$ cat src/rtl/wb_pkg.sv
// Shared writeback types: opcode / function encodings and the queued multdiv result entry.
package wb_pkg;

   localparam int WB_DATA_W = 32;
   localparam int WB_REG_AW = 5;

   localparam logic [4:0] OP_RTYPE = 5'b00000;
   localparam logic [4:0] OP_ADDI  = 5'b00101;
   localparam logic [4:0] OP_LW    = 5'b01000;
   localparam logic [4:0] OP_JAL   = 5'b00011;
   localparam logic [4:0] OP_SETX  = 5'b10101;

   localparam logic [4:0] ALU_ADD = 5'b00000;
   localparam logic [4:0] ALU_SUB = 5'b00001;
   localparam logic [4:0] ALU_MUL = 5'b00110;
   localparam logic [4:0] ALU_DIV = 5'b00111;

   typedef struct packed {
      logic [WB_REG_AW-1:0] rd;
      logic [WB_DATA_W-1:0] result;
      logic                 exception;
   } md_entry_t;

endpackage

$ cat src/rtl/stage_write_arbiter_if.sv
// Pipeline, multdiv and regfile/rstatus write signals of the writeback stage.
// Perf counter outputs exist only when STAGE_WRITE_PERF_EN is defined.
interface stage_write_arbiter_if #(
   parameter int DATA_W = 32,
   parameter int REG_AW = 5
);
   logic              in_valid;
   logic [4:0]        opcode;
   logic [4:0]        ALU_op;
   logic [REG_AW-1:0] rd;
   logic [DATA_W-1:0] o_in;
   logic [DATA_W-1:0] d_in;
   logic [DATA_W-1:0] pc_plus_4;
   logic [4:0]        pc_upper_5;
   logic [26:0]       target;
   logic              exception;

   logic              md_valid;
   logic              md_ready;
   logic [REG_AW-1:0] md_rd;
   logic [DATA_W-1:0] md_result;
   logic              md_exception;

   logic              ctrl_writeEnable;
   logic [REG_AW-1:0] ctrl_writeReg;
   logic [DATA_W-1:0] data_writeReg;
   logic              ctrl_writeStatus;
   logic [DATA_W-1:0] data_writeStatusReg;
   logic [2**REG_AW-1:0] md_pending;

`ifdef STAGE_WRITE_PERF_EN
   logic [31:0]       perf_retired;
   logic [31:0]       perf_md_stall;
`endif

   modport master (
      output in_valid, opcode, ALU_op, rd, o_in, d_in, pc_plus_4, pc_upper_5, target, exception,
      output md_valid, md_rd, md_result, md_exception,
      input  md_ready, ctrl_writeEnable, ctrl_writeReg, data_writeReg,
      input  ctrl_writeStatus, data_writeStatusReg, md_pending
`ifdef STAGE_WRITE_PERF_EN
      , input perf_retired, perf_md_stall
`endif
   );

   modport slave (
      input  in_valid, opcode, ALU_op, rd, o_in, d_in, pc_plus_4, pc_upper_5, target, exception,
      input  md_valid, md_rd, md_result, md_exception,
      output md_ready, ctrl_writeEnable, ctrl_writeReg, data_writeReg,
      output ctrl_writeStatus, data_writeStatusReg, md_pending
`ifdef STAGE_WRITE_PERF_EN
      , output perf_retired, perf_md_stall
`endif
   );

endinterface

$ cat src/rtl/stage_write_arbiter_md_result_fifo.sv
// Multdiv result FIFO with per-entry valid bits and a registered destination-pending mask.
module md_result_fifo
   import wb_pkg::*;
#(
   parameter int DEPTH      = 4,
   parameter int STATUS_REG = 30
) (
   input  logic                   clock,
   input  logic                   reset,
   input  logic                   push_i,
   input  md_entry_t              push_data_i,
   input  logic                   pop_i,
   output md_entry_t              head_o,
   output logic                   empty_o,
   output logic                   ready_o,
   output logic [2**WB_REG_AW-1:0] pending_o
);
   localparam int AW = $clog2(DEPTH);
   localparam int PW = AW + 1;
   localparam logic [PW-1:0] DEPTH_P = PW'(DEPTH);

   md_entry_t mem_q [DEPTH];
   md_entry_t mem_d [DEPTH];
   logic [DEPTH-1:0] vld_q, vld_d;
   logic [PW-1:0] wr_ptr_q, wr_ptr_d;
   logic [PW-1:0] rd_ptr_q, rd_ptr_d;
   logic [PW-1:0] count;
   logic [2**WB_REG_AW-1:0] pending_q, pending_d;

   assign count   = wr_ptr_q - rd_ptr_q;
   assign empty_o = (count == '0);
   assign ready_o = (count < DEPTH_P);
   assign head_o  = mem_q[rd_ptr_q[AW-1:0]];
   assign pending_o = pending_q;

   always_comb begin
      mem_d    = mem_q;
      vld_d    = vld_q;
      wr_ptr_d = wr_ptr_q;
      rd_ptr_d = rd_ptr_q;
      if (pop_i) begin
         vld_d[rd_ptr_q[AW-1:0]] = 1'b0;
         rd_ptr_d = rd_ptr_q + 1'b1;
      end
      if (push_i) begin
         mem_d[wr_ptr_q[AW-1:0]] = push_data_i;
         vld_d[wr_ptr_q[AW-1:0]] = 1'b1;
         wr_ptr_d = wr_ptr_q + 1'b1;
      end
      // Mask follows the post-update contents so it changes on the same edge as the FIFO.
      pending_d = '0;
      for (int i = 0; i < DEPTH; i++) begin
         if (vld_d[i]) begin
            pending_d[mem_d[i].rd] = 1'b1;
            if (mem_d[i].exception) pending_d[STATUS_REG] = 1'b1;
         end
      end
      pending_d[0] = 1'b0;
   end

   always_ff @(posedge clock or posedge reset) begin
      if (reset) begin
         mem_q     <= '{default: '0};
         vld_q     <= '0;
         wr_ptr_q  <= '0;
         rd_ptr_q  <= '0;
         pending_q <= '0;
      end else begin
         mem_q     <= mem_d;
         vld_q     <= vld_d;
         wr_ptr_q  <= wr_ptr_d;
         rd_ptr_q  <= rd_ptr_d;
         pending_q <= pending_d;
      end
   end

endmodule

$ cat src/rtl/stage_write_arbiter.sv
// Writeback stage: merges in-order pipeline results and multdiv results onto the regfile
// and rstatus write ports, pipeline first. Optional perf counters: STAGE_WRITE_PERF_EN.
module stage_write_arbiter
   import wb_pkg::*;
#(
   parameter int DATA_W     = WB_DATA_W,
   parameter int REG_AW     = WB_REG_AW,
   parameter int MD_DEPTH   = 4,
   parameter int STATUS_REG = 30,
   parameter int LINK_REG   = 31
) (
   input logic                  clock,
   input logic                  reset,
   stage_write_arbiter_if.slave bus
);
   logic rtype, is_addi, is_lw, is_jal, is_setx, is_mul, is_div, is_addsub;
   logic p_wr_raw, p_wr, p_st;
   logic [REG_AW-1:0] p_addr;
   logic [DATA_W-1:0] p_data, p_st_data;

   md_entry_t md_in, fifo_head, cand;
   logic fifo_empty, fifo_ready, push_acc, cand_valid, retire, push, pop;
   logic [2**REG_AW-1:0] fifo_pending;

   logic              we_q, we_d, st_q, st_d;
   logic [REG_AW-1:0] wreg_q, wreg_d;
   logic [DATA_W-1:0] wdata_q, wdata_d, stdata_q, stdata_d;

   always_comb begin
      rtype     = bus.in_valid & (bus.opcode == OP_RTYPE);
      is_addi   = bus.in_valid & (bus.opcode == OP_ADDI);
      is_lw     = bus.in_valid & (bus.opcode == OP_LW);
      is_jal    = bus.in_valid & (bus.opcode == OP_JAL);
      is_setx   = bus.in_valid & (bus.opcode == OP_SETX);
      is_mul    = rtype & (bus.ALU_op == ALU_MUL);
      is_div    = rtype & (bus.ALU_op == ALU_DIV);
      is_addsub = rtype & ((bus.ALU_op == ALU_ADD) | (bus.ALU_op == ALU_SUB));

      p_wr_raw = (rtype & ~is_mul & ~is_div) | is_addi | is_lw | is_jal;
      p_addr   = is_jal ? REG_AW'(LINK_REG) : bus.rd;
      p_wr     = p_wr_raw & (p_addr != '0);
      p_data   = is_jal ? bus.pc_plus_4 : (is_lw ? bus.d_in : bus.o_in);

      p_st      = ((is_addsub | is_addi) & bus.exception) | is_setx;
      p_st_data = is_setx ? DATA_W'({bus.pc_upper_5, bus.target}) : DATA_W'(1);
   end

   // Empty FIFO lets an accepted offer fall straight through as the candidate.
   always_comb begin
      md_in      = '{rd: bus.md_rd, result: bus.md_result, exception: bus.md_exception};
      push_acc   = bus.md_valid & fifo_ready;
      cand       = fifo_empty ? md_in : fifo_head;
      cand_valid = ~fifo_empty | push_acc;
      retire     = cand_valid
                 & ((cand.rd == '0) | ~p_wr)
                 & (~cand.exception | ~p_st);
      pop        = retire & ~fifo_empty;
      push       = push_acc & ~(fifo_empty & retire);

      we_d     = p_wr | (retire & (cand.rd != '0));
      wreg_d   = p_wr ? p_addr : cand.rd;
      wdata_d  = p_wr ? p_data : cand.result;
      st_d     = p_st | (retire & cand.exception);
      stdata_d = p_st ? p_st_data : DATA_W'(1);
   end

   md_result_fifo #(
      .DEPTH      (MD_DEPTH),
      .STATUS_REG (STATUS_REG)
   ) u_md_fifo (
      .clock       (clock),
      .reset       (reset),
      .push_i      (push),
      .push_data_i (md_in),
      .pop_i       (pop),
      .head_o      (fifo_head),
      .empty_o     (fifo_empty),
      .ready_o     (fifo_ready),
      .pending_o   (fifo_pending)
   );

   always_ff @(posedge clock or posedge reset) begin
      if (reset) begin
         we_q     <= 1'b0;
         wreg_q   <= '0;
         wdata_q  <= '0;
         st_q     <= 1'b0;
         stdata_q <= '0;
      end else begin
         we_q     <= we_d;
         wreg_q   <= wreg_d;
         wdata_q  <= wdata_d;
         st_q     <= st_d;
         stdata_q <= stdata_d;
      end
   end

   assign bus.md_ready            = fifo_ready;
   assign bus.md_pending          = fifo_pending;
   assign bus.ctrl_writeEnable    = we_q;
   assign bus.ctrl_writeReg       = wreg_q;
   assign bus.data_writeReg       = wdata_q;
   assign bus.ctrl_writeStatus    = st_q;
   assign bus.data_writeStatusReg = stdata_q;

`ifdef STAGE_WRITE_PERF_EN
   logic [31:0] perf_retired_q, perf_md_stall_q;

   always_ff @(posedge clock or posedge reset) begin
      if (reset) begin
         perf_retired_q  <= '0;
         perf_md_stall_q <= '0;
      end else begin
         if (we_d | st_d) perf_retired_q <= perf_retired_q + 32'd1;
         if (bus.md_valid & ~fifo_ready) perf_md_stall_q <= perf_md_stall_q + 32'd1;
      end
   end

   assign bus.perf_retired  = perf_retired_q;
   assign bus.perf_md_stall = perf_md_stall_q;
`endif

endmodule

$ cat src/flat_wrapper.sv
// flat-port wrapper written by rule: the top's interface ports become plain ports
module stage_write_arbiter_flat import wb_pkg::*;
#(
   parameter int DATA_W     = WB_DATA_W,
   parameter int REG_AW     = WB_REG_AW,
   parameter int MD_DEPTH   = 4,
   parameter int STATUS_REG = 30,
   parameter int LINK_REG   = 31
)
  (clock, reset, bus_in_valid, bus_opcode, bus_ALU_op, bus_rd, bus_o_in, bus_d_in, bus_pc_plus_4, bus_pc_upper_5, bus_target, bus_exception, bus_md_valid, bus_md_rd, bus_md_result, bus_md_exception, bus_md_ready, bus_ctrl_writeEnable, bus_ctrl_writeReg, bus_data_writeReg, bus_ctrl_writeStatus, bus_data_writeStatusReg, bus_md_pending);
  stage_write_arbiter_if #(.DATA_W(DATA_W), .REG_AW(REG_AW)) bus_i ();
  input logic clock;
  input logic reset;
  input wire logic [$bits(bus_i.in_valid)-1:0] bus_in_valid;
  input wire logic [$bits(bus_i.opcode)-1:0] bus_opcode;
  input wire logic [$bits(bus_i.ALU_op)-1:0] bus_ALU_op;
  input wire logic [$bits(bus_i.rd)-1:0] bus_rd;
  input wire logic [$bits(bus_i.o_in)-1:0] bus_o_in;
  input wire logic [$bits(bus_i.d_in)-1:0] bus_d_in;
  input wire logic [$bits(bus_i.pc_plus_4)-1:0] bus_pc_plus_4;
  input wire logic [$bits(bus_i.pc_upper_5)-1:0] bus_pc_upper_5;
  input wire logic [$bits(bus_i.target)-1:0] bus_target;
  input wire logic [$bits(bus_i.exception)-1:0] bus_exception;
  input wire logic [$bits(bus_i.md_valid)-1:0] bus_md_valid;
  input wire logic [$bits(bus_i.md_rd)-1:0] bus_md_rd;
  input wire logic [$bits(bus_i.md_result)-1:0] bus_md_result;
  input wire logic [$bits(bus_i.md_exception)-1:0] bus_md_exception;
  output wire logic [$bits(bus_i.md_ready)-1:0] bus_md_ready;
  output wire logic [$bits(bus_i.ctrl_writeEnable)-1:0] bus_ctrl_writeEnable;
  output wire logic [$bits(bus_i.ctrl_writeReg)-1:0] bus_ctrl_writeReg;
  output wire logic [$bits(bus_i.data_writeReg)-1:0] bus_data_writeReg;
  output wire logic [$bits(bus_i.ctrl_writeStatus)-1:0] bus_ctrl_writeStatus;
  output wire logic [$bits(bus_i.data_writeStatusReg)-1:0] bus_data_writeStatusReg;
  output wire logic [$bits(bus_i.md_pending)-1:0] bus_md_pending;
  assign bus_i.in_valid = bus_in_valid;
  assign bus_i.opcode = bus_opcode;
  assign bus_i.ALU_op = bus_ALU_op;
  assign bus_i.rd = bus_rd;
  assign bus_i.o_in = bus_o_in;
  assign bus_i.d_in = bus_d_in;
  assign bus_i.pc_plus_4 = bus_pc_plus_4;
  assign bus_i.pc_upper_5 = bus_pc_upper_5;
  assign bus_i.target = bus_target;
  assign bus_i.exception = bus_exception;
  assign bus_i.md_valid = bus_md_valid;
  assign bus_i.md_rd = bus_md_rd;
  assign bus_i.md_result = bus_md_result;
  assign bus_i.md_exception = bus_md_exception;
  assign bus_md_ready = bus_i.md_ready;
  assign bus_ctrl_writeEnable = bus_i.ctrl_writeEnable;
  assign bus_ctrl_writeReg = bus_i.ctrl_writeReg;
  assign bus_data_writeReg = bus_i.data_writeReg;
  assign bus_ctrl_writeStatus = bus_i.ctrl_writeStatus;
  assign bus_data_writeStatusReg = bus_i.data_writeStatusReg;
  assign bus_md_pending = bus_i.md_pending;
  stage_write_arbiter #(.DATA_W(DATA_W), .REG_AW(REG_AW), .MD_DEPTH(MD_DEPTH), .STATUS_REG(STATUS_REG), .LINK_REG(LINK_REG)) u_core (.clock(clock), .reset(reset), .bus(bus_i));
endmodule
$ cat config.mk
export PLATFORM = sky130hd
export DESIGN_NAME = stage_write_arbiter_flat
export DESIGN_NICKNAME = d
export VERILOG_FILES = /design/src/rtl/wb_pkg.sv /design/src/rtl/stage_write_arbiter_if.sv /design/src/rtl/stage_write_arbiter_md_result_fifo.sv /design/src/rtl/stage_write_arbiter.sv /design/src/flat_wrapper.sv
export SDC_FILE = /design/constraint.sdc
export NUM_CORES = 1
export LEC_CHECK = 0
export CELL_PAD_IN_SITES_DETAIL_PLACEMENT = 0
export CELL_PAD_IN_SITES_GLOBAL_PLACEMENT = 1
export CORE_AREA = 2 2 179 181
export CTS_CLUSTER_DIAMETER = 100
export CTS_CLUSTER_SIZE = 14
export DETAILED_ROUTE_END_ITERATION = 6
export DIE_AREA = 0 0 181 183
export PLACE_DENSITY = 0.84
export SLEW_MARGIN = 15
export SYNTH_ARGS = -nofsm -noshare
export SYNTH_HDL_FRONTEND = slang
export SYNTH_SLANG_ARGS = --single-unit
$ cat constraint.sdc
create_clock -name clock -period 14.94 [get_ports clock]
set_clock_uncertainty 0.05 [all_clocks]
set_input_delay 2.241 -clock clock [delete_from_list [all_inputs] [get_ports clock]]
set_output_delay 2.241 -clock clock [all_outputs]
set_load 0.02 [all_outputs]
Yosys cells after proc, flatten, opt, wreduce, memory -nomap -nowiden
Cells that the tools add are included.
{"block": "totals", "regBits": 264, "in_bits": 186, "output_inout_bits": 104}
{"block": "classes", "add_sub_neg": 3, "order_cmp": 16, "n_eq_ne": 7, "muxes": 37, "bitwise_logic": 46, "n_reduce_logical": 13}
{"operator": "32-bit 2-to-1 mux", "n": 9}
{"operator": "152-bit bitwise mux", "n": 1}
{"operator": "152-bit 2-to-1 mux", "n": 1}
{"operator": "38-bit 2-to-1 mux", "n": 4}
{"operator": "32-bit OR", "n": 3}
{"operator": "38-bit binary-select mux with 2-bit select", "n": 1}
{"operator": "38-bit demux with 2-bit select", "n": 1}
{"operator": "5-bit by 6-bit less-than comparator with 1-bit output (second input constant)", "n": 4}
{"operator": "1-bit AND", "n": 20}
{"operator": "1-bit demux with 5-bit select", "n": 4}
{"operator": "5-bit by 1-bit >= comparator with 1-bit output (second input constant)", "n": 4}
{"operator": "5-bit by 3-bit == test with 1-bit output (second input constant)", "n": 3}
{"operator": "5-bit logical NOT", "n": 3}
{"operator": "1-bit OR", "n": 11}
{"operator": "1-bit 2-to-1 mux", "n": 10}
{"operator": "5-bit 2-to-1 mux", "n": 2}
{"operator": "5-bit nonzero test", "n": 2}
{"operator": "4-bit 2-to-1 mux", "n": 2}
{"operator": "1-bit logical AND", "n": 7}
{"operator": "1-bit NOT", "n": 7}
{"operator": "3-bit by 1-bit adder with 3-bit output (second input constant)", "n": 2}
{"operator": "3-bit >= comparator (second input constant)", "n": 2}
{"operator": "2-bit by 3-bit less-than comparator with 1-bit output (second input constant)", "n": 2}
{"operator": "2-bit NOT with 3-bit output", "n": 2}
{"operator": "other kinds (13)", "n": 15}

Depth between registers and ports, before layout
Gate-level depths: netlist of run 1.
{"block": "logic_depth", "word_depth": 33, "mapped_depth": 15}

Cells and area by module
From an unflattened synthesis of run 1, not the netlist that was laid out.
{"block": "unflattened", "hier_cells": 1298, "hier_area_um2": 13360.3}
{"mod": "md_result_fifo", "n_inst": 1, "cells_per_inst": 953, "area_per_inst_um2": 9512.9, "seq_area_each_um2": 4829.6}
{"mod": "stage_write_arbiter", "n_inst": 1, "cells_per_inst": 345, "area_per_inst_um2": 3847.4, "seq_area_each_um2": 1776.7}

Worst setup path after synthesis of run 1
Ideal clock, no wire load.
{"block": "synth_timing", "kind": "input-to-reg", "start": "in bus_rd[1]", "end": "reg u_core.u_md_fifo.pending_q[29], in the netlist u_core.u_md_fifo.pending_o[29]", "t_arrival_ps": 4836, "t_required_ps": 14759, "slack_ps": 9923, "stages": 8, "n_path_buf": 0, "cell_sequence": "or4_1 a311oi_1 a31oi_1 nor3b_4 o311ai_4 mux2_2 a222oi_1 nand2_1"}
{"block": "synth_between", "elab_chain_cells": 22, "word_cells_on_any_way": 42, "cone_classes": "order compare (8); mux (16); bitwise (13); reduce/logical (5)"}
{"item": "start: declaration", "line_no": "flat_wrapper.sv:17", "rtl": "input wire logic [$bits(bus_i.rd)-1:0] bus_rd;"}
{"item": "5-bit 2-to-1 mux *", "line_no": "stage_write_arbiter.sv:40", "rtl": "p_addr = is_jal ? REG_AW'(LINK_REG) : bus.rd;"}
{"item": "5-bit nonzero test *", "line_no": "stage_write_arbiter.sv:41", "rtl": "p_wr = p_wr_raw & (p_addr != '0);"}
{"item": "1-bit AND *", "line_no": "stage_write_arbiter.sv:41"}
{"item": "1-bit NOT *", "line_no": "stage_write_arbiter.sv:55", "rtl": "& ((cand.rd == '0) | ~p_wr)"}
{"item": "1-bit OR *", "line_no": "stage_write_arbiter.sv:55"}
{"item": "1-bit AND *", "line_no": "stage_write_arbiter.sv:55"}
{"item": "1-bit AND *", "line_no": "stage_write_arbiter.sv:56", "rtl": "& (~cand.exception | ~p_st);"}
{"item": "1-bit AND", "line_no": "stage_write_arbiter.sv:58", "rtl": "push = push_acc & ~(fifo_empty & retire);"}
{"item": "(+7 left out)"}
{"item": "32-bit 2-to-1 mux", "line_no": "stage_write_arbiter_md_result_fifo.sv:53", "rtl": "if (vld_d[i]) begin"}
{"item": "32-bit OR (no line)"}
{"item": "32-bit 2-to-1 mux", "line_no": "stage_write_arbiter_md_result_fifo.sv:53"}
{"item": "32-bit OR (no line)"}
{"item": "32-bit 2-to-1 mux", "line_no": "stage_write_arbiter_md_result_fifo.sv:53"}
{"item": "32-bit OR (no line)"}
{"item": "32-bit 2-to-1 mux *", "line_no": "stage_write_arbiter_md_result_fifo.sv:53"}
{"item": "via u_core.u_md_fifo.pending_d[29]", "line_no": "stage_write_arbiter_md_result_fifo.sv:28", "rtl": "logic [2**WB_REG_AW-1:0] pending_q, pending_d;"}
{"item": "end signal: assignment", "line_no": "stage_write_arbiter_md_result_fifo.sv:73", "rtl": "pending_q <= pending_d;"}
{"item": "end: declaration", "line_no": "stage_write_arbiter_md_result_fifo.sv:28"}
Mark *: on every way through the listed nets, which the timed path passes. The rest lies on a longest branch.
A chain may end at the register's enable or synchronous reset.

Worst setup path in the final report of run 1
{"block": "layout_timing", "start": "in bus_md_rd[2]", "end": "reg u_core.u_md_fifo.pending_q[3], in the netlist u_core.u_md_fifo.pending_o[3]"}
{"block": "layout_between", "elab_chain_cells": 20, "word_cells_on_any_way": 41, "cone_classes": "order compare (8); mux (17); bitwise (11); reduce/logical (5)"}
{"item": "start: declaration", "line_no": "flat_wrapper.sv:25", "rtl": "input wire logic [$bits(bus_i.md_rd)-1:0] bus_md_rd;"}
{"item": "38-bit 2-to-1 mux", "line_no": "stage_write_arbiter.sv:52", "rtl": "cand = fifo_empty ? md_in : fifo_head;"}
{"item": "5-bit logical NOT", "line_no": "stage_write_arbiter.sv:55"}
{"item": "1-bit OR", "line_no": "stage_write_arbiter.sv:55"}
{"item": "1-bit AND", "line_no": "stage_write_arbiter.sv:55"}
{"item": "1-bit AND", "line_no": "stage_write_arbiter.sv:56"}
{"item": "1-bit AND", "line_no": "stage_write_arbiter.sv:58"}
{"item": "1-bit NOT", "line_no": "stage_write_arbiter.sv:58"}
{"item": "1-bit AND", "line_no": "stage_write_arbiter.sv:58"}
{"item": "(+5 left out)"}
{"item": "32-bit 2-to-1 mux", "line_no": "stage_write_arbiter_md_result_fifo.sv:53"}
{"item": "32-bit OR (no line)"}
{"item": "32-bit 2-to-1 mux", "line_no": "stage_write_arbiter_md_result_fifo.sv:53"}
{"item": "32-bit OR (no line)"}
{"item": "32-bit 2-to-1 mux", "line_no": "stage_write_arbiter_md_result_fifo.sv:53"}
{"item": "32-bit OR (no line)"}
{"item": "32-bit 2-to-1 mux *", "line_no": "stage_write_arbiter_md_result_fifo.sv:53"}
{"item": "via u_core.u_md_fifo.pending_d[3]", "line_no": "stage_write_arbiter_md_result_fifo.sv:28"}
Marks and branches as above.

==> reports/qor.txt, run 1 <==
status: complete, no violations
final WL: 38,300 µm
DR pass1 iterations: 6
worst slew pin tran: 1.04 ns
setup TNS: 0 ns
Max-Cap Viols: 0
NumNets Final: 1,577
Period minus WS final: 6.58 ns
CP Launch Type: primary input
Worst Path Max Fanout: 53
crit-path cells: clkdlybuf4s50_1 > nor3_1 > nand2_1 > nor3_1 > nor3b_4 > o311ai_4 > buf_4 > mux2i_1 > a22oi_1 > nand3_1
H-tree depth: 1
Num CTS Buffers: 22
Initial Util: 43.6%
Synth Area per Inst: 12.0 µm²
setup bufs post-CTS: 0
post-layout util: 55.6%
vias in the first global route: 10,700
Port Buffers: 287
Final Hold Fails: 0
Rows: 65
layout cells sized above 1: 19.2%
gpl congestion: 0.891
Worst setup EP type: flop
die extent in x: 181 µm
critical path's slowest cell: mux2i_1
ANT nets after route: 0
sequential area share after synthesis: 48.5%
clk_lat worst skew: 0.51 ns
syn_nets: 1,332
CTS Sinks: 264
largest net degree at the start of global routing: 125
gate count of the mapped netlist: 1,136
CTS hold repair buffers: 0
commonest cells after routing, fill and taps aside: 287 x clkdlybuf4s50_1, 262 x dfrtp_1, 162 x mux2_2
Core ar.: 0.0312 mm²
first-pass GRT wire length: 59,700 µm
Yosys reg bits: 264
Total GRT Usage: 23.1%
library cells used by synthesis: 60
Post-DP Area: 0.0168 mm²
Ys Warns: 0
WL/cell: 21.5 µm
Post-Place Setup Slack: 8.05 ns
io pins: 290
Most used DFF post-synth: dfrtp_1
synthesized area: 0.0136 mm²
Reg clk slew, reported paths: 0.07 ns
dpl hpwl: 26,000 µm
WP buf/inv: 2
initial antenna violation count: 2
RSZ-0062 raised after global routing: no
Final setup viols: 0
f_max: 152 MHz
post_cts resized: 0
commonest non-fill, non-tap cell in the layout: clkdlybuf4s50_1
CP Class: in2reg
gr ovfl total: 0
DR iter-0 viols: 788
kind of cell adding the most delay to the critical path: simple AND/OR/NAND/NOR gates
EDFF count, synth: 0
crit path DAT: 6.96 ns
Max Slew Vio Count: 0
slowest cell delay on critical path: 0.94 ns
leak pwr: 7.64 nW
cell area after layout: 0.0174 mm²
Slew HR: 28.8%
Async SR Flop Fraction: 100%
Die Y: 183 µm
period utilisation layout: 44.0%
CTS Root Cell: clkbuf_16
Residual DRC: 0
via count: 10,200
CP most frequent cell: nor3_1
die footprint: 0.0331 mm²
CP required: 15.32 ns
clk buf depth: 3
worst hold-check path type: reg2reg
TritonCTS clock tree: done
power density over the cells: 193 mW/mm²
Area Overhead vs Synth: 27.6%
min setup slack post-route: 8.36 ns
worst vdd ir: 120 µV
vias per cell: 5.73
==> stage by stage <==
step | total power (W) | hold WS, ns | cells
floorplan | 0.00232 | 0.411 | 1136
global placement | 0.00280 | 0.426 | 1759
detailed placement | 0.00284 | 0.429 | 1759
CTS | 0.00337 | 0.442 | 1784
global route | 0.00355 | 0.468 | 1785
finish | 0.00335 | 0.439 | 1785
==> cell families (layout without fill, tap and decap cells) <==
| family | count (synthesis) | count (layout) | share of synthesized area [%] |
|---|---|---|---|
| compound gates | 176 | 176 | 9.26 |
| flops | 264 | 264 | 48.5 |
| buf+inv | 90 | 336 | 3.01 |
| fa+ha+maj | 10 | 10 | 0.919 |
| simple gates | 296 | 296 | 11.4 |
| xor+xnor | 9 | 9 | 0.579 |
| mux | 290 | 290 | 26.3 |
| other cells | 1 | 2 | 0.0275 |
==> where the power goes <==
part | switching [W] | total [W] | internal [W]
logic | 0.000801 | 0.00161 | 0.000812
clock network | 0.000243 | 0.000520 | 0.000277
registers | 0.000201 | 0.00121 | 0.00101
total | 0.00125 | 0.00335 | 0.00210
==> cells in the mapped netlist (4+ instances only) <==
cell type  number  area share (%)
ha_1           10            0.92
or3b_2          4            0.26
nor2b_1         6            0.28
clkbuf_1       41             1.1
nand3_1        13            0.48
a22oi_1        32             1.8
buf_2          12            0.44
inv_1          10            0.28
and3_1          9            0.41
mux4_2         38             6.3
nor3b_1        13            0.72
nor3_1         21            0.77
nor2_1         32            0.88
buf_4           9            0.50
mux2_2        162              13
a21oi_1        12            0.44
nand2_1       122             3.4
mux2i_1        90             6.6
o21ai_0        72             2.6
xnor2_1         5            0.32
dfrtp_1       264              49
buf_1          15            0.41
and2_1         37             1.7
and3b_1         5            0.32
o31ai_1         8            0.44
nand3b_1       12            0.66
a221oi_1        9            0.58
xor2_1          4            0.26
a222oi_1       14             1.0
==> area by class of cell <==
class,instances,area [µm²]
fill,2683,13900
tap,402,503
inverter,10,45.0
multi-input combinational,782,6640
antenna,1,2.50
sequential,264,6610
clock buffer,25,593
timing repair buffer,301,2980
==> worst paths after layout <==
kind,startpoint,end,slack (ns),depth (start not counted)
max,bus_md_rd[2],u_core.u_md_fifo.pending_o[3]$_DFF_PP0_,8.36,10
min in group asynchronous,reset,u_core.bus.data_writeStatusReg[14]$_DFF_PP0_,2.26,2
min reg2reg,u_core.u_md_fifo.rd_ptr_q[2]$_DFFE_PP0N_,u_core.u_md_fifo.rd_ptr_q[2]$_DFFE_PP0N_,0.44,1
max reg2reg,u_core.u_md_fifo.rd_ptr_q[1]$_DFFE_PP0N_,u_core.u_md_fifo.pending_o[3]$_DFF_PP0_,9.67,10
min,u_core.u_md_fifo.rd_ptr_q[2]$_DFFE_PP0N_,u_core.u_md_fifo.rd_ptr_q[2]$_DFFE_PP0N_,0.44,1
max in group asynchronous,reset,u_core.u_md_fifo.rd_ptr_q[1]$_DFFE_PP0N_,11.09,3
==> per-layer routing <==
metal | share of wire, % | wire length [µm] | vias up | GRT usage [%]
met5 | 0.031 | 12 | - | 0
met4 | 3.0 | 1160 | 2 | 8.07
met3 | 8.1 | 3090 | 85 | 5.78
met2 | 49 | 18600 | 416 | 38.7
met1 | 40 | 15400 | 5071 | 29.2
li1 | - | - | 4655 | -
No activity file was read; power rests on OpenSTA's default activity.
==> run 2: changes to the inputs <==
--- a/config.mk
+++ b/config.mk
@@ -7,12 +7,12 @@
 export LEC_CHECK = 0
 export CELL_PAD_IN_SITES_DETAIL_PLACEMENT = 0
 export CELL_PAD_IN_SITES_GLOBAL_PLACEMENT = 1
-export CORE_AREA = 2 2 179 181
+export CORE_AREA = 2 2 195 197
 export CTS_CLUSTER_DIAMETER = 100
 export CTS_CLUSTER_SIZE = 14
 export DETAILED_ROUTE_END_ITERATION = 6
-export DIE_AREA = 0 0 181 183
-export PLACE_DENSITY = 0.84
+export DIE_AREA = 0 0 197 199
+export PLACE_DENSITY = 0.75
 export SLEW_MARGIN = 15
 export SYNTH_ARGS = -nofsm -noshare
 export SYNTH_HDL_FRONTEND = slang
==> constraint.sdc (replaced) <==
create_clock -name clock -period 5.5 [get_ports clock]
set_clock_uncertainty 0.05 [all_clocks]
set_input_delay 0.825 -clock clock [delete_from_list [all_inputs] [get_ports clock]]
set_output_delay 0.825 -clock clock [all_outputs]
set_load 0.02 [all_outputs]
==> run 2 against run 1 <==
Compared with the run above: critical endpoint is now u_core.u_md_fifo.pending_o[26]$_DFF_PP0_; largest cell class unchanged; non-clock buffer count increased by 24; worst setup slack worse by 7.2 ns; critical path depth stayed put; die area up 18%; the run now ends with DRC left; design area is 1.7% higher; first-iteration DRC count down 19%; cell count increased by 5.3%.
==> reports/qor.txt, run 2 (synthesis gave the netlist of run 1 again) <==
status: complete, but fails checks (was complete, no violations)
violated checks: DRC
Reg clk slew, reported paths: 0.06 ns (was 0.07 ns)
Sw Share: 37.5% (was 37.2%)
vias per cell: 5.48 (was 5.73)
dpl hpwl: 28,300 µm (was 26,000 µm)
gr ovfl total: 0 (unchanged)
setup bufs post-CTS: 0 (unchanged)
Reg2Reg Depth: 10 (unchanged)
final WL: 39,700 µm (was 38,300 µm)
crit path DAT: 4.77 ns (was 6.96 ns)
clk buf depth: 3 (unchanged)
Die Y: 199 µm (was 183 µm)
gpl congestion: 0.911 (was 0.891)
Final setup viols: 0 (unchanged)
crit-path cells: buf_4 > mux4_2 > or4_4 > a211oi_4 > nor3b_4 > o311ai_4 > buf_4 > mux2i_1 > a22oi_1 > nand3_1 (was clkdlybuf4s50_1 > nor3_1 > nand2_1 > nor3_1 > nor3b_4 > o311ai_4 > buf_4 > mux2i_1 > a22oi_1 > nand3_1)
Num CTS Buffers: 22 (unchanged)
CTS Sinks: 264 (unchanged)
combinational power share: 48.6% (was 48.2%)
Worst setup EP type: flop (unchanged)
post_cts resized: 0 (unchanged)
worst vdd ir: 255 µV (was 120 µV)
Final Hold Fails: 0 (unchanged)
first-pass GRT wire length: 61,300 µm (was 59,700 µm)
r2r startpoint: u_core.u_md_fifo.rd_ptr_q[1]$_DFFE_PP0N_ (unchanged)
fillcell total: 3,462 (was 2,683)
CTS Root Cell: clkbuf_16 (unchanged)
hold path endpoint: u_core.u_md_fifo.wr_ptr_q[2]$_DFFE_PP0N_ (was u_core.u_md_fifo.rd_ptr_q[2]$_DFFE_PP0N_)
Max-Cap Viols: 0 (unchanged)
Total GRT Usage: 20.1% (was 23.1%)
RSZ-0062 raised after global routing: no (unchanged)
TritonCTS clock tree: done (unchanged)
ANT nets after route: 0 (unchanged)
CP most frequent cell: buf_4 (was nor3_1)
via count: 10,300 (was 10,200)
Clock Power Share: 15.5% (about the same)
layout cells sized above 1: 20.6% (was 19.2%)
Slew HR: 41.4% (was 28.8%)
H-tree depth: 1 (unchanged)
Ant. Diodes: 0 (was 1)
cell count of the worst hold path: 1 (unchanged)
f_max: 229 MHz
CP required: 5.90 ns (was 15.32 ns)
largest net degree at the start of global routing: 104 (was 125)
Flop pwr share: 35.9% (was 36.3%)
leak pwr: 7.76 nW (was 7.64 nW)
Residual DRC: 8 (was 0)
Core ar.: 0.0371 mm² (was 0.0312 mm²)
Initial Util: 36.7% (was 43.6%)
DR iter-0 viols: 641 (was 788)
DR pass1 iterations: 7 (was 6)
Period minus WS final: 4.37 ns
CTS hold repair buffers: 0 (unchanged)
power density over the cells: 520 mW/mm² (was 193 mW/mm²)
vias in the first global route: 10,700 (about the same)
period utilisation layout: 79.4%
die footprint: 0.0392 mm² (was 0.0331 mm²)
NumNets Final: 1,601 (was 1,577)
initial antenna violation count: 0 (was 2)
Post-DP Area: 0.0171 mm² (was 0.0168 mm²)
Worst Path Max Fanout: 20 (was 53)
io pins: 290 (unchanged)
total power: 0.00918 W (was 0.00335 W)
post-layout util: 47.6% (was 55.6%)
HP Start: u_core.u_md_fifo.wr_ptr_q[2]$_DFFE_PP0N_ (was u_core.u_md_fifo.rd_ptr_q[2]$_DFFE_PP0N_)
Reg-to-Reg End: u_core.u_md_fifo.pending_o[26]$_DFF_PP0_ (was u_core.u_md_fifo.pending_o[3]$_DFF_PP0_)
P_int: 0.00573 W (was 0.00210 W)
commonest cells after routing, fill and taps aside: 287 x clkdlybuf4s50_1, 262 x dfrtp_1, 162 x mux2_2 (unchanged)
WL/cell: 21.1 µm (was 21.5 µm)
slowest cell delay on critical path: 0.70 ns (was 0.94 ns)
register-to-register setup slack: 1.13 ns (was 9.67 ns)
CP Class: reg2reg (was in2reg)
Sw Pwr: 0.00345 W (was 0.00125 W)
worst hold-check path type: reg2reg (unchanged)
cell area after layout: 0.0177 mm² (was 0.0174 mm²)
critical path's slowest cell: o311ai_4 (was mux2i_1)
clk_lat worst skew: 0.53 ns (was 0.51 ns)
Max Slew Vio Count: 0 (unchanged)
Rows: 71 (was 65)
Port Buffers: 287 (unchanged)
commonest non-fill, non-tap cell in the layout: clkdlybuf4s50_1 (unchanged)
CP Launch Type: flop (was primary input)
die extent in x: 197 µm (was 181 µm)
setup TNS: 0 ns (unchanged)
Area Overhead vs Synth: 29.8% (was 27.6%)
worst slew pin tran: 0.878 ns (was 1.04 ns)
==> run 2: how the worst max path moves through the flow <==
stage,start,end,slack (ns)
4_1_cts,u_core.u_md_fifo.rd_ptr_q[1]$_DFFE_PP0N_,u_core.u_md_fifo.pending_o[22]$_DFF_PP0_,1.13
5_1_grt,u_core.u_md_fifo.rd_ptr_q[1]$_DFFE_PP0N_,u_core.u_md_fifo.pending_o[26]$_DFF_PP0_,0.97
6_report,u_core.u_md_fifo.rd_ptr_q[1]$_DFFE_PP0N_,u_core.u_md_fifo.pending_o[26]$_DFF_PP0_,1.13
3_3_place_gp,bus_rd[1],u_core.u_md_fifo.pending_o[22]$_DFF_PP0_,0.85
2_1_floorplan,reset,asynchronous set/reset pin,1.14
3_5_place_dp,bus_rd[2],u_core.u_md_fifo.pending_o[26]$_DFF_PP0_,0.87
==> run 2: per-layer routing <==
| metal | wire, µm | up-vias | track usage, % | part of all wire [%] |
|---|---|---|---|---|
| li1 | - | 4691 | - | - |
| met1 | 16300 | 5151 | 25.3 | 41 |
| met2 | 19300 | 376 | 34.3 | 49 |
| met3 | 2700 | 79 | 4.54 | 6.8 |
| met4 | 1320 | 0 | 6.77 | 3.3 |
| met5 | 0 | - | 0 | 0 |
==> run 2: layout make-up <==
| type | count | area (µm²) | share of cell area (%) |
|---|---|---|---|
| Multi-Input combinational cell | 782 | 6640 | 37.6 |
| Sequential cell | 264 | 6610 | 37.4 |
| Timing Repair Buffer | 325 | 3200 | 18.1 |
| Tap cell | 474 | 593 | 3.36 |
| Clock buffer | 24 | 568 | 3.22 |
| Inverter | 10 | 41.3 | 0.234 |
| Clock inverter | 1 | 16.3 | 0.0921 |
==> run 2: critical path, delay by kind of cell, from the launching register on <==
kind                   cells  cell delay (ns)
AND/OR/NAND/NOR            3             0.82
flip-flops                 1             0.53
multiplexers               2             1.00
buffers and inverters      2             0.76
AO/OA/AOI/OAI              3             1.14
==> run 2: power by group through the flow <==
stage / Clock (W) / Sequential [W] / Combinational (W)
finish: 0.00142 / 0.00330 / 0.00446
global route: 0.00153 / 0.00341 / 0.00481
CTS: 0.00147 / 0.00330 / 0.00450
detailed placement: 0 / 0.00333 / 0.00449
global placement: 0 / 0.00329 / 0.00442
floorplan: 0 / 0.00328 / 0.00302
==> run 2: per-stage QoR <==
step                      setup WS [ns]  cells  hold WS, ns
after floorplan                    1.14   1136        0.411
after global placement            0.845   1855        0.425
after detailed placement          0.871   1855        0.435
after CTS                          1.13   1880        0.450
after global routing              0.966   1880        0.462
final                              1.13   1880        0.446
==> run 3: changes to the inputs <==
--- a/config.mk
+++ b/config.mk
@@ -7,12 +7,12 @@
 export LEC_CHECK = 0
 export CELL_PAD_IN_SITES_DETAIL_PLACEMENT = 0
 export CELL_PAD_IN_SITES_GLOBAL_PLACEMENT = 1
-export CORE_AREA = 2 2 195 197
+export CORE_AREA = 2 2 186 188
 export CTS_CLUSTER_DIAMETER = 100
 export CTS_CLUSTER_SIZE = 14
 export DETAILED_ROUTE_END_ITERATION = 6
-export DIE_AREA = 0 0 197 199
-export PLACE_DENSITY = 0.75
+export DIE_AREA = 0 0 188 190
+export PLACE_DENSITY = 0.78
 export SLEW_MARGIN = 15
 export SYNTH_ARGS = -nofsm -noshare
 export SYNTH_HDL_FRONTEND = slang
==> constraint.sdc (replaced) <==
create_clock -name clock -period 4.4 [get_ports clock]
set_clock_uncertainty 0.05 [all_clocks]
set_input_delay 0.66 -clock clock [delete_from_list [all_inputs] [get_ports clock]]
set_output_delay 0.66 -clock clock [all_outputs]
set_load 0.02 [all_outputs]
==> run 3 against run 2 <==
Compared with the run above: flip-flop and latch count unchanged; design area up 1.1%; cell count up 0.32%; the flow still finishes with violations (DRC); critical endpoint is now u_core.u_md_fifo.pending_o[19]$_DFF_PP0_; fmax up 7.9%; hold slack better by 0.0057 ns; sequential power up 24%; register-to-register slack worse by 0.78 ns; via count up 0.58%; core utilization up 5.0 points; sequential share of layout area down 0.39 points; power up 26%.
==> reports/qor.txt, run 3 (synthesis gave the netlist of run 1 again) <==
TritonCTS clock tree: done (unchanged)
clk buf depth: 3 (unchanged)
max layer used: met5 (was met4)
NumNets Final: 1,621 (was 1,601)
M1 WL: 15,900 µm (was 16,300 µm)
RSZ-0062 raised after global routing: no (unchanged)
Period minus WS final: 4.05 ns (was 4.37 ns)
period utilisation layout: 92.0% (was 79.4%)
critical path depth: 8 (was 10)
Total GRT Usage: 22.0% (was 20.1%)
CP Launch Type: flop (unchanged)
setup TNS: 0 ns (unchanged)
largest net degree at the start of global routing: 86 (was 104)
first-pass GRT wire length: 61,700 µm (was 61,300 µm)
gr ovfl total: 0 (unchanged)
Area Overhead vs Synth: 31.1% (was 29.8%)
Die Y: 190 µm (was 199 µm)
Num CTS Buffers: 22 (unchanged)
total power: 0.0116 W (was 0.00918 W)
commonest non-fill, non-tap cell in the layout: clkdlybuf4s50_1 (unchanged)
Reg clk slew, reported paths: 0.07 ns (was 0.06 ns)
Core ar.: 0.0339 mm² (was 0.0371 mm²)
io pins: 290 (unchanged)
WL met2: 19,400 µm (was 19,300 µm)
Port Buffers: 287 (unchanged)
cell area after layout: 0.0179 mm² (was 0.0177 mm²)
gpl congestion: 0.894 (was 0.911)
Post-DP Area: 0.0173 mm² (was 0.0171 mm²)
layout cells sized above 1: 21.6% (was 20.6%)
final WL: 39,500 µm (was 39,700 µm)
power density over the cells: 649 mW/mm² (was 520 mW/mm²)
worst hold-check path type: reg2reg (unchanged)
Initial Util: 40.1% (was 36.7%)
fillcell total: 2,969 (was 3,462)
ANT nets after route: 0 (unchanged)
CTS Root Cell: clkbuf_16 (unchanged)
critical path's slowest cell: mux2i_1 (was o311ai_4)
CP Class: reg2reg (unchanged)
leak pwr: 7.88 nW (was 7.76 nW)
CTS hold repair buffers: 0 (unchanged)
Residual DRC: 5 (was 8)
DR WL met3: 3010 µm (was 2700 µm)
CP required: 4.80 ns (was 5.90 ns)
cell count of the worst hold path: 1 (unchanged)
vias per cell: 5.49 (was 5.48)
setup bufs post-CTS: 0 (unchanged)
Final setup viols: 0 (unchanged)
Worst Path Max Fanout: 12 (was 20)
crit path DAT: 4.44 ns (was 4.77 ns)
initial antenna violation count: 6 (was 0)
Rows: 68 (was 71)
DR iter-0 viols: 718 (was 641)
die extent in x: 188 µm (was 197 µm)
kind of cell adding the most delay to the critical path: multiplexers (was compound AO/OA/AOI/OAI gates)
slowest cell delay on critical path: 0.87 ns (was 0.70 ns)
DR pass1 iterations: 7 (unchanged)
Reg2Reg Depth: 8 (was 10)
f_max: 247 MHz (was 229 MHz)
Max Slew Vio Count: 0 (unchanged)
Slew HR: 33.4% (was 41.4%)
post_cts resized: 0 (unchanged)
WP buf/inv: 0 (was 2)
Worst setup EP type: flop (unchanged)
via count: 10,400 (was 10,300)
status: complete, but fails checks (unchanged)
commonest cells after routing, fill and taps aside: 287 x clkdlybuf4s50_1, 262 x dfrtp_1, 162 x mux2_2 (unchanged)
WL/cell: 20.9 µm (was 21.1 µm)
Final Hold Fails: 0 (unchanged)
violated checks: DRC (unchanged)
die footprint: 0.0357 mm² (was 0.0392 mm²)
Multi-input gate area: 0.00664 mm² (about the same)
H-tree depth: 1 (unchanged)
worst slew pin tran: 0.972 ns (was 0.878 ns)
worst vdd ir: 331 µV (was 255 µV)
Max-Cap Viols: 0 (unchanged)
dpl hpwl: 28,400 µm (was 28,300 µm)
vias in the first global route: 10,800 (was 10,700)
Storage cell area: 0.00661 mm² (unchanged)
crit-path cells: mux4_2 > or4_4 > a211oi_4 > nor3b_4 > o311ai_4 > mux2i_1 > a22oi_1 > nand2_1 (was buf_4 > mux4_2 > or4_4 > a211oi_4 > nor3b_4 > o311ai_4 > buf_4 > mux2i_1 > a22oi_1 > nand3_1)
clk_lat worst skew: 0.52 ns (was 0.53 ns)
CTS Sinks: 264 (unchanged)
run 3: cell count changes in the layout (fill, tap and decap cells not counted), sizes merged:
cell,delta
clkbuf,+3
diode,+3
buf,+20
clkinv,-1
run 3: per-stage QoR:
| stage | hold slack [ns] | cells | setup slack (ns) | util (%) |
|---|---|---|---|---|
| after global routing | 0.460 | 1884 | 0.126 | 52.6 |
| after global placement | 0.426 | 1856 | 0.174 | 50.8 |
| after CTS | 0.454 | 1883 | 0.398 | 52.6 |
| final | 0.452 | 1886 | 0.354 | 52.6 |
| after floorplan | 0.411 | 1136 | 0.206 | - |
| after detailed placement | 0.439 | 1856 | 0.157 | 50.8 |
run 3: final timing paths:
check                                                              start                                  endpoint  slack, ns
worst max register to register  u_core.u_md_fifo.rd_ptr_q[1]$_DFFE_PP0N_  u_core.u_md_fifo.pending_o[19]$_DFF_PP0_       0.35
worst max-delay path            u_core.u_md_fifo.rd_ptr_q[1]$_DFFE_PP0N_  u_core.u_md_fifo.pending_o[19]$_DFF_PP0_       0.35
worst min register to register                                      flop                                      flop       0.45
max in group asynchronous                                          reset  u_core.u_md_fifo.rd_ptr_q[1]$_DFFE_PP0N_       2.66
min in group asynchronous                                          reset                asynchronous set/reset pin       0.64
worst min-delay path                                                flop                                      flop       0.45
run 3: per-layer routing:
| layer | GRT usage, % | vias up |
|---|---|---|
| met5 | 0 | - |
| met4 | 6.97 | 6 |
| met3 | 5.37 | 88 |
| met2 | 37.7 | 401 |
| met1 | 27.4 | 5118 |
| li1 | - | 4744 |
run 3: final cells by class:
type	instances	area share, %
antenna	3	0.0420
clock buffer	27	3.31
inverter	10	0.231
sequential	264	37.0
multi-input combinational	782	37.2
tap	455	3.19
timing repair buffer	345	19.0
run 3: power breakdown:
part	leakage, nW	switching [W]	total, W	internal [W]
combinational	4.28	0.00279	0.00570	0.00291
clock	0.288	0.000845	0.00178	0.000931
sequential	3.31	0.000663	0.00410	0.00344
total	7.88	0.00430	0.0116	0.00728
